### src/rtl/dsm_pkg.sv
// Shared constants and helpers for the delta-sigma modulator and its decimator.
package dsm_pkg;

  localparam int DSM_VIN_W = 20;
  localparam int DSM_DECIM = 50;

  // Minimum CIC register width: each order adds log2(decim) bits of gain.
  // The extra 2 bits cover the sign and the +/-1 input.
  function automatic int cic_acc_w(input int decim, input int order);
    return order * $clog2(decim) + 2;
  endfunction

endpackage

### src/rtl/dsm_cic_integrator.sv
// One CIC integrator stage: a modular accumulator that holds when en is low.
module dsm_cic_integrator
  import dsm_pkg::*;
#(
  parameter int W = DSM_VIN_W
) (
  input  logic         clock,
  input  logic         reset,
  input  logic         en,
  input  logic [W-1:0] din,
  output logic [W-1:0] acc
);

  // Wrap-around is intentional: the comb differences cancel it.
  always_ff @(posedge clock) begin
    if (!reset)  acc <= '0;
    else if (en) acc <= acc + din;
  end

endmodule

### src/rtl/dsm_cic_decim.sv
// Third-order CIC decimator for the 1-bit modulator stream, with a
// one-entry valid/ready output register and a sticky overrun flag.
module dsm_cic_decim
  import dsm_pkg::*;
#(
  parameter int DECIM = DSM_DECIM,
  parameter int ACC_W = DSM_VIN_W
) (
  input  logic             clock,
  input  logic             reset,
  input  logic             en,
  input  logic             pwm,
  output logic [ACC_W-1:0] dout,
  output logic             dout_valid,
  input  logic             dout_ready,
  output logic             overrun
);

  localparam int PH_W = $clog2(DECIM);
  localparam logic [PH_W-1:0] PH_LAST = PH_W'(DECIM - 1);

  if (DECIM < 2 || DECIM > 64) begin : g_bad_decim
    $error("dsm_cic_decim: DECIM must be 2..64");
  end
  if (ACC_W < cic_acc_w(DECIM, 3)) begin : g_bad_acc_w
    $error("dsm_cic_decim: ACC_W too narrow for DECIM");
  end

  // +1 / -1 input sample, sign-extended.
  logic [ACC_W-1:0] x;
  assign x = pwm ? ACC_W'(1) : '1;

  // Integrator cascade: each stage accumulates the previous stage's register.
  logic [2:0][ACC_W-1:0] stg_in, acc;
  assign stg_in[0] = x;
  assign stg_in[1] = acc[0];
  assign stg_in[2] = acc[1];

  for (genvar s = 0; s < 3; s++) begin : g_int
    dsm_cic_integrator #(.W(ACC_W)) u_int (
      .clock (clock),
      .reset (reset),
      .en    (en),
      .din   (stg_in[s]),
      .acc   (acc[s])
    );
  end

  // The comb sees i3 as updated on this edge. That lines the zeroed comb
  // history up with the zeroed integrator history, so the first window
  // kept after settling is already exact.
  logic [ACC_W-1:0] i3_upd;
  assign i3_upd = acc[2] + acc[1];

  logic [PH_W-1:0] phase;
  logic [1:0]      settle;
  logic            tick, sample_ok;

  assign tick      = en && (phase == PH_LAST);
  assign sample_ok = tick && (settle == 2'd2);

  // Phase counter: counts enabled cycles modulo DECIM.
  always_ff @(posedge clock) begin
    if (!reset)  phase <= '0;
    else if (en) phase <= (phase == PH_LAST) ? '0 : phase + 1'b1;
  end

  // Settle counter: the first two ticks only prime the comb delays.
  always_ff @(posedge clock) begin
    if (!reset)                        settle <= '0;
    else if (tick && settle != 2'd2)   settle <= settle + 2'd1;
  end

  // Comb chain is combinational within the tick cycle.
  logic [ACC_W-1:0] d1, d2, d3, c1, c2, c3;
  assign c1 = i3_upd - d1;
  assign c2 = c1 - d2;
  assign c3 = c2 - d3;

  // Comb delay registers advance once per tick.
  always_ff @(posedge clock) begin
    if (!reset) begin
      d1 <= '0;
      d2 <= '0;
      d3 <= '0;
    end else if (tick) begin
      d1 <= i3_upd;
      d2 <= c1;
      d3 <= c2;
    end
  end

  // Output holding register: a new sample wins over a same-cycle handshake;
  // overwriting an unconsumed sample latches overrun until reset.
  always_ff @(posedge clock) begin
    if (!reset) begin
      dout       <= '0;
      dout_valid <= 1'b0;
      overrun    <= 1'b0;
    end else if (sample_ok) begin
      dout       <= c3;
      dout_valid <= 1'b1;
      if (dout_valid && !dout_ready) overrun <= 1'b1;
    end else if (dout_valid && dout_ready) begin
      dout_valid <= 1'b0;
    end
  end

endmodule

### config.mk
export PLATFORM = sky130hd
export DESIGN_NAME = dsm_cic_decim
export DESIGN_NICKNAME = d
export VERILOG_FILES = /design/src/rtl/dsm_pkg.sv /design/src/rtl/dsm_cic_integrator.sv /design/src/rtl/dsm_cic_decim.sv
export SDC_FILE = /design/constraint.sdc
export NUM_CORES = 1
export LEC_CHECK = 0
export CORE_MARGIN = 4
export CORE_UTILIZATION = 57
export CTS_BUF_LIST = sky130_fd_sc_hd__clkbuf_16
export CTS_CLUSTER_SIZE = 14
export DETAILED_ROUTE_END_ITERATION = 10
export PLACE_DENSITY = 0.77
export SLEW_MARGIN = 20
export SYNTH_ARGS = -nofsm -noshare
export SYNTH_HDL_FRONTEND = slang
export SYNTH_SLANG_ARGS = --single-unit
### constraint.sdc
create_clock -name clock -period 6.2 [get_ports clock]
set_input_delay 1.24 -clock clock [delete_from_list [all_inputs] [get_ports clock]]
set_output_delay 1.24 -clock clock [all_outputs]
set_load 0.1 [all_outputs]
# Yosys cells after proc, flatten, opt, wreduce, memory -nomap -nowiden
# Cells that the tools add are included.
dict set report totals {
  elab_cells 34
  register_bits 150
  inputBits 5
  out_inout_bits 22
}
dict set report classes {
  addsub 8
  muxes 4
  reduce_logical 8
  eq_ne 3
}
# operator n
set ops {}
lappend ops {{20-bit adder} 3}
lappend ops {{20-bit subtractor} 3}
lappend ops {{20-bit two-way mux} 1}
lappend ops {{6-bit by 1-bit adder with 6-bit output (second input constant)} 1}
lappend ops {{6-bit equality test (second input constant)} 1}
lappend ops {{6-bit two-way mux} 1}
lappend ops {{1-bit logical AND} 5}
lappend ops {{2-bit by 1-bit adder with 2-bit output (second input constant)} 1}
lappend ops {{2-bit equality test (second input constant)} 1}
lappend ops {{1-bit two-way mux} 2}
lappend ops {{2-bit != test (second input constant)} 1}
lappend ops {{2-bit AND reduction} 1}
lappend ops {{2-bit nonzero test} 1}
lappend ops {{1-bit logical NOT} 1}

# Depth between registers and ports, before layout
# Gate-level depths: netlist (run 1).
dict set report depth {
  word_depth 4
  mapped_depth 32
  mapped_depth_nobuf 32
}

# By module
# A second synthesis (run 1) with hierarchy kept.
dict set report unflattened {
  cells_unflattened 1473
  hier_area_um2 11975.2
}
# module cells_each instances area_each_um2
set by_module_without_submodules {}
lappend by_module_without_submodules {dsm_cic_decim 873 1 6960.4}
lappend by_module_without_submodules {dsm_cic_integrator 200 3 1671.6}

# Least setup slack after synthesis (run 1)
# No wires, ideal clock.
dict set report synth_path {
  kind {register -> register}
  start {register g_int[1].u_int.acc[0]}
  end {register dout[19]}
  arrival_ns 6.411
  setup_slack_ns -0.299
  synth_period_minus_slack_ns 6.499
  setup_ns 0.088
  path_stages_with_launch 31
  path_buffers 0
  path_cell_list {dfxtp_1 > ha_1 > fa_1 > a21o_1 > a21oi_1 > o21a_1 > o21ai_1 > a2111oi_0 > nor2_1 > xnor2_1 > inv_1 > ha_1 > o21ai_0 > nand2b_1 > and3_1 > a31oi_1 > xnor2_1 > ha_1 > and2_1 > a22o_1 > a311oi_1 > xnor2_1 > ha_1 > or2_2 > o31ai_1 > a31o_2 > nor2_1 > a211oi_1 > nor3b_1 > mux2_4 > nor4_2}
}
dict set report synth_between {
  elab_chain_cells 4
}
# item line_no
set synth_lines {}
lappend synth_lines {{start, declared} dsm_cic_integrator.sv:11} ;# output logic [W-1:0] acc
lappend synth_lines {{start signal, assigned} dsm_cic_integrator.sv:17} ;# else if (en) acc <= acc + din;
lappend synth_lines {{20-bit adder} dsm_cic_decim.sv:53} ;# assign i3_upd = acc[2] + acc[1];
lappend synth_lines {{named net i3_upd[12]} dsm_cic_decim.sv:52} ;# logic [ACC_W-1:0] i3_upd;
lappend synth_lines {{20-bit subtractor} dsm_cic_decim.sv:76} ;# assign c1 = i3_upd - d1;
lappend synth_lines {{named net c1[15]} dsm_cic_decim.sv:75} ;# logic [ACC_W-1:0] d1, d2, d3, c1, c2, c3;
lappend synth_lines {{20-bit subtractor} dsm_cic_decim.sv:77} ;# assign c2 = c1 - d2;
lappend synth_lines {{named net c2[16]} dsm_cic_decim.sv:75}
lappend synth_lines {{20-bit subtractor} dsm_cic_decim.sv:78} ;# assign c3 = c2 - d3;
lappend synth_lines {{end signal, assigned} dsm_cic_decim.sv:97} ;# dout <= '0;
lappend synth_lines {{end signal, assigned} dsm_cic_decim.sv:101} ;# dout <= c3;
lappend synth_lines {{end, declared} dsm_cic_decim.sv:13} ;# output logic [ACC_W-1:0] dout,
# The timed path passes the listed nets, and every way through them passes these cells.
# A chain may end at the register's enable or synchronous reset.

# Worst setup path after layout (run 1)
dict set report layout_path {
  start {register g_int[2].u_int.acc[0]}
  end {register dout[19]}
}
dict set report layout_between {
  elab_chain_cells 4
}
# item line_no
set layout_lines {}
lappend layout_lines {{start, declared} dsm_cic_integrator.sv:11}
lappend layout_lines {{start signal, assigned} dsm_cic_integrator.sv:17}
lappend layout_lines {{20-bit adder} dsm_cic_decim.sv:53}
lappend layout_lines {{named net i3_upd[8]} dsm_cic_decim.sv:52}
lappend layout_lines {{20-bit subtractor} dsm_cic_decim.sv:76}
lappend layout_lines {{named net c1[10]} dsm_cic_decim.sv:75}
lappend layout_lines {{20-bit subtractor} dsm_cic_decim.sv:77}
lappend layout_lines {{named net c2[14]} dsm_cic_decim.sv:75}
lappend layout_lines {{20-bit subtractor} dsm_cic_decim.sv:78}
# The timed path passes the listed nets, and every way through them passes these cells.

==> results.json, run 1 <==
{
  "antenna_cells": 0,
  "cp_max_fo": 4,
  "core_um2": 18100,
  "antenna_left": 0,
  "yosysTopAreaCell": "dfxtp_1",
  "combPwrFrac_pct": 72.1,
  "top_layer": "met4",
  "post-route-util_pct": 70.0,
  "seq_area_frac_synth_pct": 28.3,
  "drt-total-wl_mm": 23.2,
  "layout.cells.most_common_list": "150 x dfxtp_1, 149 x nor2_1, 135 x nand2_1, 120 x a21oi_1",
  "cts_made_buffers": 17,
  "gr-total-overflow": 0,
  "synth-edff-count": 0,
  "power_frac_seq_pct": 14.2,
  "status": "finished with violations",
  "wl_met3_um": 709,
  "cts-root-buf": "clkbuf_16",
  "first_global_vias": 8901,
  "endpoint_kind": "flop",
  "nets": 1571,
  "p_switching_uw": 3130,
  "maxSlewViolCount": 0,
  "clock_path_buffers": 2,
  "clock-skew-final_ps": 15.6,
  "placed_cell_area_um2": 11600,
  "fin_area_um2": 12700,
  "violations": "setup timing",
  "mostFrequentLayoutCell": "dfxtp_1",
  "crit_path_frequent_cell": "a21oi_2",
  "post-route-min-period_ps": 6310,
  "dp_hpwl_mm": 15.9,
  "leakage_uw": 0.00526,
  "p_int_uw": 4310,
  "io_buffers": 26,
  "wl_met2_mm": 11.6,
  "hold_viol": 0,
  "worstHoldPathType": "flop to flop",
  "antenna_found_initial": 0,
  "tightest_slew_ps": 998,
  "critPathLaunchType": "flop",
  "vias_per_cell": 5.57,
  "timing.fmax_ghz": 0.158,
  "die-width_um": 144,
  "final-setup-viol-count": 1,
  "grt_pass1_wl_mm": 38.6,
  "synthesis.instances": 1335,
  "area_delta_synth_final_pct": 19.8,
  "cts_hold_buf": 0,
  "ys_ff_latch": 150,
  "clk_pin_slew_worst_paths_ps": 70,
  "ir_worst_vdd_uv": 371,
  "synth_area_leaders": "dfxtp_1 28%, ha_1 14%, a21oi_1 6.1%, xnor2_1 5.5%, nor2_1 5.3%",
  "grt_use_total_pct": 22.1,
  "htree_levels": 4,
  "finalSetupTns_ps": -114,
  "place_ws_ps": -239,
  "cts_tree": "done",
  "wl_per_cell_um": 13.8,
  "cap_violations": 0,
  "async_reset_ff_share_pct": 0,
  "slowest_stage": "or3_1",
  "drive_gt1_share_pct": 15.2,
  "swShare_pct": 42.1,
  "max_slew_margin_pct": 33.3,
  "slowest_delay_ps": 390,
  "syn_nets": 1462,
  "finalCritPeriodShare_pct": 102,
  "required_ps": 6550,
  "pwr-share-clk_pct": 13.7,
  "grt_max_degree": 78,
  "finalPower_uw": 7440,
  "num_io_pins": 27,
  "cts.sinks": 150,
  "criticalPathCategory": "flop to flop",
  "fin_ws_ps": -114,
  "synth_ff_type": "dfxtp_1",
  "gp_congestion": 0.882,
  "synth.distinct_cells": 69,
  "die_y_um": 144,
  "drtIter0Drc": 383,
  "num_rows": 49,
  "arrival_ps": 6660,
  "netlist.area_leader.share_pct": 28.3,
  "start_util_pct": 58.4,
  "first_pass_iters": 5,
  "clock_latency_ps": 430,
  "avgSynthCellArea_um2": 7.94,
  "drc": 0,
  "rsz0062_at_grt": "true",
  "powerDensity_nw_per_um2": 586,
  "syn_area_um2": 10600,
  "dieArea_um2": 20800,
  "vias": 9398,
  "drt-met1-wl_mm": 10.4,
  "synth_warnings": 0
}
## power groups by stage
stage | Sequential (µW) | Clock (µW) | Combinational [µW]
2_1_floorplan | 1060 | 0 | 3290
3_3_place_gp | 1070 | 0 | 4460
3_5_place_dp | 1080 | 0 | 4560
4_1_cts | 1060 | 1040 | 4840
5_1_grt | 1060 | 1070 | 5910
6_report | 1060 | 1020 | 5370
## synthesized netlist by cell type (27+ instances only)
master      n
a21o_1     31
nor3_1     27
nand3_1    30
mux2i_1    42
nor2_1    149
clkbuf_1   34
xor2_1     29
a21oi_1   129
xnor2_1    66
nand2_1   135
ha_1      116
inv_1      97
o21ai_0    55
dfxtp_1   150
## metal layers
metal	vias up	global-route usage [%]
met5	-	0
met4	0	7.17
met3	36	3.67
met2	127	40.4
met1	4324	26.1
li1	4911	-
## stage by stage
step	instances	hold WS (ps)
2_1_floorplan	1335	436
3_3_place_gp	1634	439
3_5_place_dp	1634	443
4_1_cts	1676	451
5_1_grt	1686	464
6_report	1686	448
## cell type report
| class | count | area, µm² |
|---|---|---|
| clock buffer | 17 | 425 |
| clock inverter | 15 | 155 |
| fill | 1407 | 5450 |
| inverter | 98 | 370 |
| multi-input combinational | 1042 | 7380 |
| sequential | 150 | 3000 |
| tap | 229 | 287 |
| timing repair buffer | 135 | 1080 |
## cell families (layout without fill, tap and decap cells)
group	after synthesis	in the layout	synth area share, %
simple gates	432	432	18.6
mux	45	45	4.32
compound gates	348	348	20.8
flops	150	150	28.3
xor+xnor	95	95	7.85
buf+inv	143	265	5.25
fa+ha+maj	122	122	14.8
## sequential cells by signal, summed over array words and instances, names as in the netlist
register	count
g_int.u_int.acc	60
d1	20
d2	20
d3	20
dout	20
phase	6
settle	2
dout_valid	1
overrun	1
## worst max-delay path, delay by kind of cell, from the launching register on
family	cells	cell delay, ps
muxes	1	300
adders and majority gates	5	1460
xor gates and xnor gates	2	430
buffers and inverters	3	340
AOI/OAI and AO/OA	13	2120
and+or+nand+nor	7	1240
DFF	1	310
## repair_timing
action                                  CTS  global route
gates resized for setup                  26            51
buffers inserted                         10            10
pin swaps                                23            59
endpoints found under the setup margin    2             6
## worst paths after layout
| kind | to | slack [ps] | from | cells past startpoint |
|---|---|---|---|---|
| max | dout[19]$_SDFFE_PN0P_ | -110 | g_int[2].u_int.acc[0]$_SDFFE_PN0P_ | 31 |
| min | dout[11]$_SDFFE_PN0P_ | 450 | dout[11]$_SDFFE_PN0P_ | 2 |
| min reg2reg | dout[11]$_SDFFE_PN0P_ | 450 | dout[11]$_SDFFE_PN0P_ | 2 |
| max reg2reg | dout[19]$_SDFFE_PN0P_ | -110 | g_int[2].u_int.acc[0]$_SDFFE_PN0P_ | 31 |
(Power assumes the default switching activity.)
==> inputs of run 2 (changes only) <==
--- a/config.mk
+++ b/config.mk
@@ -11,6 +11,7 @@
 export CTS_CLUSTER_SIZE = 14
 export DETAILED_ROUTE_END_ITERATION = 10
 export PLACE_DENSITY = 0.77
+export SKIP_CTS_REPAIR_TIMING = 1
 export SLEW_MARGIN = 20
 export SYNTH_ARGS = -nofsm -noshare
 export SYNTH_HDL_FRONTEND = slang
==> results.json, run 2 (synthesis gave the netlist of run 1 again) <==
{
  "ir_worst_vdd_uv": 322,
  "hold_viol": 0,
  "arrival_ps": 6550,
  "r2r_slack_ps": -6,
  "gp_congestion": 0.882,
  "drive_gt1_share_pct": 14.0,
  "powerDensity_nw_per_um2": 580,
  "grt_pass1_wl_mm": 38.1,
  "drt-total-wl_mm": 22.9,
  "nets": 1558,
  "max_slew_margin_pct": 33.3,
  "cts.sinks": 150,
  "cap_violations": 0,
  "vias_per_cell": 5.59,
  "finalPower_uw": 7280,
  "maxSlewViolCount": 0,
  "vias": 9347,
  "first_pass_iters": 5,
  "start_util_pct": 58.4,
  "top_register": "g_int.u_int.acc",
  "finalCritPeriodShare_pct": 100,
  "rr_endpoint": "dout[19]$_SDFFE_PN0P_",
  "clock_latency_ps": 430,
  "dp_cells": 1634,
  "reg2reg_from": "g_int[1].u_int.acc[0]$_SDFFE_PN0P_",
  "die_y_um": 144,
  "cts_made_buffers": 17,
  "final_cells": 1673,
  "leakage_uw": 0.00518,
  "num_rows": 49,
  "reg2reg_depth": 30,
  "grt_max_degree": 78,
  "wl_met3_um": 683,
  "top_layer": "met4",
  "drtIter0Drc": 317,
  "mostFrequentLayoutCell": "nor2_1",
  "grt_use_total_pct": 21.7,
  "cp_max_fo": 4,
  "holdPathStages": 2,
  "placed_cell_area_um2": 11600,
  "core_um2": 18100,
  "io_buffers": 26,
  "endpoint_kind": "flop",
  "finalSetupTns_ps": -6.03,
  "wl_met2_mm": 11.5,
  "antenna_left": 0,
  "gr-total-overflow": 0,
  "criticalPathCategory": "flop to flop",
  "layout.cells.most_common_list": "149 x nor2_1, 148 x dfxtp_1, 135 x nand2_1, 118 x a21oi_1, 110 x ha_1",
  "timing.fmax_ghz": 0.161,
  "cts-root-buf": "clkbuf_16",
  "drt-met1-wl_mm": 10.3,
  "clock_path_buffers": 2,
  "clock-skew-final_ps": 12.4,
  "min_to": "dout[10]$_SDFFE_PN0P_",
  "die-width_um": 144,
  "slowest_stage": "or4_1",
  "cts_tree": "done",
  "critPathLaunchType": "flop",
  "drc": 0,
  "first_global_vias": 8779,
  "dp_hpwl_mm": 15.9,
  "worstHoldPathType": "flop to flop",
  "rsz0062_at_grt": "true",
  "clk_pin_slew_worst_paths_ps": 60,
  "num_io_pins": 27,
  "violations": "setup timing",
  "final-setup-viol-count": 1,
  "dieArea_um2": 20800,
  "antenna_cells": 0,
  "largest_reg_flops": 60,
  "min_from": "dout[10]$_SDFFE_PN0P_",
  "fin_ws_ps": -6.03,
  "required_ps": 6550,
  "post-route-util_pct": 69.2,
  "status": "finished with violations",
  "fin_area_um2": 12600,
  "slowest_delay_ps": 570,
  "post-route-min-period_ps": 6210,
  "tightest_slew_ps": 998,
  "area_delta_synth_final_pct": 18.4,
  "crit_path_frequent_cell": "ha_1",
  "antenna_found_initial": 0,
  "htree_levels": 4,
  "wl_per_cell_um": 13.7
}
==> run 2: cell count changes in the layout (fill, tap and decap cells not counted), sizes merged <==
cell,change
buf,-13
==> run 2: worst max-delay path: cells and delay by family (launching register included) <==
kind	cells	cell delay, ps
xor gates and xnor gates	3	470
muxes	1	310
and+or+nand+nor	9	1680
adders and majority gates	5	1300
AOI/OAI and AO/OA	9	1620
buffers and inverters	3	380
DFF	1	340
==> run 2: worst max-delay path by stage <==
stage	startpoint	end	slack (ps)	cells after the start
floorplan	g_int[1].u_int.acc[0]$_SDFFE_PN0P_	dout[19]$_SDFFE_PN0P_	30	30
global placement	g_int[1].u_int.acc[0]$_SDFFE_PN0P_	dout[19]$_SDFFE_PN0P_	-110	32
detailed placement	g_int[1].u_int.acc[0]$_SDFFE_PN0P_	dout[19]$_SDFFE_PN0P_	-240	29
CTS	g_int[1].u_int.acc[0]$_SDFFE_PN0P_	dout[19]$_SDFFE_PN0P_	-340	31
global route	g_int[2].u_int.acc[0]$_SDFFE_PN0P_	dout[19]$_SDFFE_PN0P_	-370	30
finish	g_int[1].u_int.acc[0]$_SDFFE_PN0P_	dout[19]$_SDFFE_PN0P_	-6	30
==> run 2: layout make-up <==
type	instances	area, µm²
clock inverters	15	155
well taps	229	287
inverters	98	370
clock buffers	17	425
fillers	1453	5590
multi-input cells	1042	7330
repair buffers	122	980
flip-flops and latches	150	3010
==> run 2: power by group <==
| part | switching, µW | internal, µW | total, µW | leakage, µW |
|---|---|---|---|---|
| clock network | 429 | 593 | 1020 | 0.000275 |
| logic | 2620 | 2580 | 5200 | 0.00368 |
| registers | 43.5 | 1010 | 1060 | 0.00122 |
| total | 3100 | 4180 | 7280 | 0.00518 |
==> run 2: per-layer routing <==
metal / track usage (%) / vias to the layer above
met5: 0 / -
met4: 6.82 / 0
met2: 39.8 / 144
met1: 25.7 / 4265
met3: 3.70 / 40
li1: - / 4898
==> run 2: through the flow <==
stage               hold WS (ps)  setup slack [ps]
detailed placement           443              -239
global route                 464              -373
finish                       449             -6.03
floorplan                    436              29.4
global placement             439              -107
CTS                          451              -344
